`config.mk`:
```
export PLATFORM = sky130hd
export DESIGN_NAME = ldstr_read_port
export DESIGN_NICKNAME = d
export VERILOG_FILES = /design/src/rtl/ldstr_read_port.sv
export SDC_FILE = /design/constraint.sdc
export NUM_CORES = 1
export LEC_CHECK = 0
export BUFFER_PORTS_ARGS = -buffer_cell sky130_fd_sc_hd__buf_2
export CAP_MARGIN = 20
export CORE_ASPECT_RATIO = 0.75
export CORE_MARGIN = 5
export CORE_UTILIZATION = 50
export DETAILED_ROUTE_END_ITERATION = 7
export PLACE_DENSITY = 0.8
export RECOVER_POWER = 25
export SYNTH_ARGS = -nofsm -noshare
export SYNTH_HDL_FRONTEND = slang
export SYNTH_SLANG_ARGS = --single-unit
```
`constraint.sdc`:
```
create_clock -name clk -period 5.95 [get_ports clk]
set_clock_uncertainty 0.1 [all_clocks]
set_input_delay 1.19 -clock clk [delete_from_list [all_inputs] [get_ports clk]]
set_output_delay 1.19 -clock clk [all_outputs]
set_load 0.01 [all_outputs]
```
`src/rtl/ldstr_read_port.sv`:
```
// Single-outstanding load read port: issues one registered memory request,
// waits for an ack or a timeout, then holds the result until consumed.
module ldstr_read_port #(
    parameter int N       = 8,
    parameter int A       = 8,
    parameter int TIMEOUT = 16
) (
    input  logic         clk,
    input  logic         clr,
    input  logic         rd_req,
    input  logic [A-1:0] rd_addr,
    output logic         busy,
    output logic         mem_req,
    output logic [A-1:0] mem_addr,
    input  logic         mem_ack,
    input  logic [N-1:0] mem_data,
    output logic [N-1:0] ld_data,
    output logic         ld_valid,
    input  logic         ld_take,
    output logic         ld_err,
    output logic [7:0]   rd_count
);

    localparam logic [1:0] IDLE = 2'd0;
    localparam logic [1:0] WAIT = 2'd1;
    localparam logic [1:0] HOLD = 2'd2;

    // Counter value seen during the last permitted WAIT cycle.
    localparam logic [4:0] TMO_LAST = 5'(TIMEOUT - 1);

    logic [1:0] state;
    logic [4:0] tmo_cnt;

    assign busy = (state != IDLE);

    always_ff @(posedge clk or negedge clr) begin
        if (!clr) begin
            state    <= IDLE;
            tmo_cnt  <= 5'd0;
            mem_req  <= 1'b0;
            mem_addr <= '0;
            ld_data  <= '0;
            ld_valid <= 1'b0;
            ld_err   <= 1'b0;
            rd_count <= 8'd0;
        end else begin
            case (state)
                IDLE: begin
                    if (rd_req) begin
                        mem_addr <= rd_addr;
                        mem_req  <= 1'b1;
                        tmo_cnt  <= 5'd0;
                        state    <= WAIT;
                    end
                end
                WAIT: begin
                    // An ack arriving on the final timeout cycle still completes the read.
                    if (mem_ack) begin
                        ld_data  <= mem_data;
                        ld_valid <= 1'b1;
                        ld_err   <= 1'b0;
                        mem_req  <= 1'b0;
                        rd_count <= rd_count + 8'd1;
                        state    <= HOLD;
                    end else if (tmo_cnt == TMO_LAST) begin
                        ld_data  <= '0;
                        ld_valid <= 1'b1;
                        ld_err   <= 1'b1;
                        mem_req  <= 1'b0;
                        state    <= HOLD;
                    end else begin
                        tmo_cnt <= tmo_cnt + 5'd1;
                    end
                end
                HOLD: begin
                    if (ld_take) begin
                        ld_valid <= 1'b0;
                        ld_err   <= 1'b0;
                        state    <= IDLE;
                    end
                end
                default: begin
                    state   <= IDLE;
                    mem_req <= 1'b0;
                end
            endcase
        end
    end

endmodule

```
# == After elaboration in Yosys (flattened, before gate mapping) ==
# Cells that the tools add are included.
# word_totals
reg_bits,34
in_bits,21
word_cells,52
# classes
add_sub_neg,2
n_eq_ne,8
n_mux,21
bitwise,1
reduce_logical,12
# ops
op,n
$mux 8,2
$mux 5,3
$pmux 5 s2,1
$reduce_and 3->1,3
$add 8x1->8 const B,1
$mux 2,4
$ne 2x2->1 const B,4
$reduce_bool 2->1,4
$mux 1,7
$pmux 2 s3,1
$reduce_and 2->1,3
$add 5x1->5 const B,1
$eq 5x4->1 const B,1
$pmux 1 s2,2
$reduce_and 4->1,1
$ne 3x3->1 const B,1
$pmux 1 s3,1
$eq 2x1->1 const B,1
$eq 2x2->1 const B,1
$logic_not 2->1,1
$not 1->1,1

# == Depth between registers and ports, before layout ==
# depth
depth_word,4
depth_mapped,7
depth_no_buf,6

# == Least setup slack after synthesis ==
# Ideal clock, no wire load.
# synth_path
path_kind,input -> register
from,input port mem_ack
to,register tmo_cnt[3]
arrival_time_ns,1.938
t_required_ns,5.746
path_slack_ns,3.809
path_stages,4
path_buffers,1
path_cell_list,or2_1 -> buf_6 -> or2_0 -> o311ai_1
# synth_between
elab_chain_len,2
# synth_lines
item,line_no,text
"start, declared",15,"input logic mem_ack,"
$ne 2x2->1 (no line),--,
$reduce_and 4->1 (no line),--,
"end signal, assigned",72,tmo_cnt <= tmo_cnt + 5'd1;
"end, declared",32,logic [4:0] tmo_cnt;
# Every way passes these cells.
# A chain may end at the register's enable or synchronous reset.

# == Worst setup path in the final report ==
# layout_path
from,register state[0]
to,output port busy
# layout_between
elab_chain_len,1
# layout_lines
item,line_no,text
"start, declared",31,logic [1:0] state;
"start signal, assigned",38,state <= IDLE;
"start signal, assigned",53,state <= WAIT;
"start signal, assigned",64,state <= HOLD;
$reduce_bool 2->1,34,assign busy = (state != IDLE);
"end, declared",12,"output logic busy,"
# Every way passes these cells.

==> impl_metrics.yaml <==
run_status:
  outcome: "complete, but fails checks"
  violations: "max-capacitance violations, max-slew violations"
global_routing:
  grt_pass1_vias: 1169
  grt_pass1_wl_um: 5120
  antenna_found_initial: 0
  grt_use_total_pct: 16.0
  grt_max_degree: 35
  globalRoute.totalOverflow: 0
layout:
  fill_cells: 238
  final_common_cell: "buf_2"
  fin_area_um2: 1830
  layout.cells.most_common_list: "46 x buf_2, 34 x dfrtp_1, 12 x a22o_1, 11 x nand2_1, 8 x mux2_2"
  area_growth_syn_to_layout_pct: 23.7
  fin_nets: 197
  fin_util_pct: 63.2
  drive_gt1_share_pct: 37.4
  diodes: 0
  finalNonFillerCells: 212
clock_network:
  cts_tree: "built"
  holdBufCountCts: 0
  clkTransAtPathRegs_ns: 0.07
  clockRootBuffer: "clkbuf_8"
  cts_buffers: 5
  clockBufferDepth: 2
  cts.sinks: 34
  htreeDepth: 2
  post_cts_resized: 0
  clock_latency_ns: 0.28
  postCtsSetupBuffers: 0
route:
  postRouteWirelength_um: 2980
  drtAntennaViolNets: 0
  drt-initial-drc-count: 39
  avgRoutedWirePerCell_um: 14.1
  post_drt_via_cell_ratio: 5.34
  drcViolationCount: 0
  first_pass_iters: 4
  vias: 1132
sta:
  whs_ns: 0.387
  drv_slew: 35
  finalSetupViolations: 0
  setup_slack_ns: 3.31
  slew-limit-headroom_pct: -14.7
  min_period_ns: 2.64
  finalSetupTns_ns: 0
  tightest_slew_ns: 1.72
  timing.final.crit_share_pct: 44.4
  grt_setup_unrepaired: "no"
  finalHoldViolations: 0
  timing.fmax_mhz: 378
logic_synthesis:
  synth.avg_cell_area_um2: 12.1
  synth_nets: 146
  yosys.cell_types.count: 32
  synth-seq-cells: 34
  synth-warning-count: 0
  seq_area_frac_synth_pct: 57.6
  async_flop_share_pct: 100
  netlist_instances: 122
  synth_area_um2: 1480
  synth_flop_cell: "dfrtp_1"
  synth_edf_count: 0
die:
  fp.dieW_um: 72.8
  die_h_um: 57.1
  ioPinCount: 49
  rows: 17
  initial_utilization_pct: 51.1
  core_area_um2: 2890
  dieArea_um2: 4150
placed_design:
  pre_cts_slack_ns: 3.62
  dp_cells: 204
  hpwl_um: 2160
  placed_area_um2: 1740
  port_buffers: 48
  gp_congestion: 0.877
setup_path:
  reg2reg_from: "tmo_cnt[0]$_DFFE_PN0P_"
  crit_path_end_kind: "output pin"
  crit_arrival_ns: 1.35
  rrSetupSlack_ns: 3.85
  path_cells: "or2_4 -> buf_2"
  worst-path-stages: 2
  path_max_fanout: 16
  r2r-end: "tmo_cnt[3]$_DFFE_PN0P_"
  cp_slowest_cell: "dfrtp_1"
  max_stage_delay_ns: 0.56
  critPathTopFamily: "flip-flops"
  worstPathRequired_ns: 4.66
  crit_type: "reg2out"
  crit_start: "state[0]$_DFFE_PN0P_"
  path_buf_inv: 1
  crit_end: "busy"
  worstSetupStartpointType: "flip-flop"
  worst-r2r-cell-count: 6
worst_hold_path:
  holdCritPathClass: "reg2reg"
power:
  p_leak_nw: 0.913
  power_density_nw_per_um2: 457
  p_total_uw: 835
  ir_worst_vdd_mv: 0.219
flow_run:
  drv_cap: 1
==> state kept, by name, summed over array words and instances, names as in the netlist <==
name	flops
state	2
rd_count	8
ld_data	8
ld_err	1
tmo_cnt	5
mem_addr	8
ld_valid	1
mem_req	1
==> final cells by class <==
| type | count | area (um2) | area share, % |
|---|---|---|---|
| Inverter | 3 | 11.3 | 0.616 |
| Clock inverter | 1 | 5.00 | 0.274 |
| Tap cell | 38 | 47.5 | 2.60 |
| Clock buffer | 7 | 86.3 | 4.72 |
| Timing Repair Buffer | 48 | 238 | 13.0 |
| Multi-Input combinational cell | 81 | 589 | 32.2 |
| Sequential cell | 34 | 851 | 46.5 |
==> cells in the mapped netlist (all sizes together) (2+ instances only) <==
| cell type | instances | area [um2] |
|---|---|---|
| buf | 3 | 21.3 |
| a22o | 12 | 105 |
| ha | 3 | 37.5 |
| and3 | 2 | 12.5 |
| nor2 | 5 | 35.0 |
| a21oi | 6 | 30.0 |
| xnor2 | 4 | 35.0 |
| nand3 | 3 | 20.0 |
| dfrtp | 34 | 851 |
| nand2 | 11 | 41.3 |
| or2 | 3 | 21.3 |
| inv | 3 | 11.3 |
| nand4 | 3 | 18.8 |
| nor3 | 4 | 20.0 |
| o21ai | 5 | 25.0 |
| xor2 | 3 | 26.3 |
| mux2 | 8 | 90.1 |
==> per-layer routing <==
layer / vias to the layer above / global-route usage [%] / part of all wire, %
li1: 542 / - / -
met1: 533 / 19.7 / 44
met2: 50 / 25.2 / 44
met3: 7 / 7.39 / 10
met4: 0 / 4.74 / 1.7
met5: - / 0 / 0
==> worst min-delay path by stage <==
stage                            startpoint                       to  slack (ns)  depth (start not counted)
floorplan            tmo_cnt[4]$_DFFE_PN0P_   tmo_cnt[4]$_DFFE_PN0P_        0.37                          1
global placement    rd_count[7]$_DFFE_PN0P_  rd_count[7]$_DFFE_PN0P_        0.35                          1
finish              rd_count[7]$_DFFE_PN0P_  rd_count[7]$_DFFE_PN0P_        0.39                          1
global route        rd_count[7]$_DFFE_PN0P_  rd_count[7]$_DFFE_PN0P_        0.41                          1
detailed placement  rd_count[7]$_DFFE_PN0P_  rd_count[7]$_DFFE_PN0P_        0.38                          1
CTS                 rd_count[7]$_DFFE_PN0P_  rd_count[7]$_DFFE_PN0P_        0.39                          1
==> report_power, final <==
part / switching [mW] / internal, mW
sequential: 0.0718 / 0.316
combinational: 0.137 / 0.139
clock: 0.0777 / 0.0932
==> logic make-up after synthesis <==
family                   after synthesis  synth area share [%]
multiplexers                           9                  6.77
XOR/XNOR                               7                  4.15
flip-flops                            34                  57.6
buffers and inverters                  7                  2.54
AO/OA/AOI/OAI                         28                  13.4
AND/OR/NAND/NOR                       34                  13.0
adder cells (fa/ha/maj)                3                  2.54
Note: power is estimated with default switching activity, not from simulation.
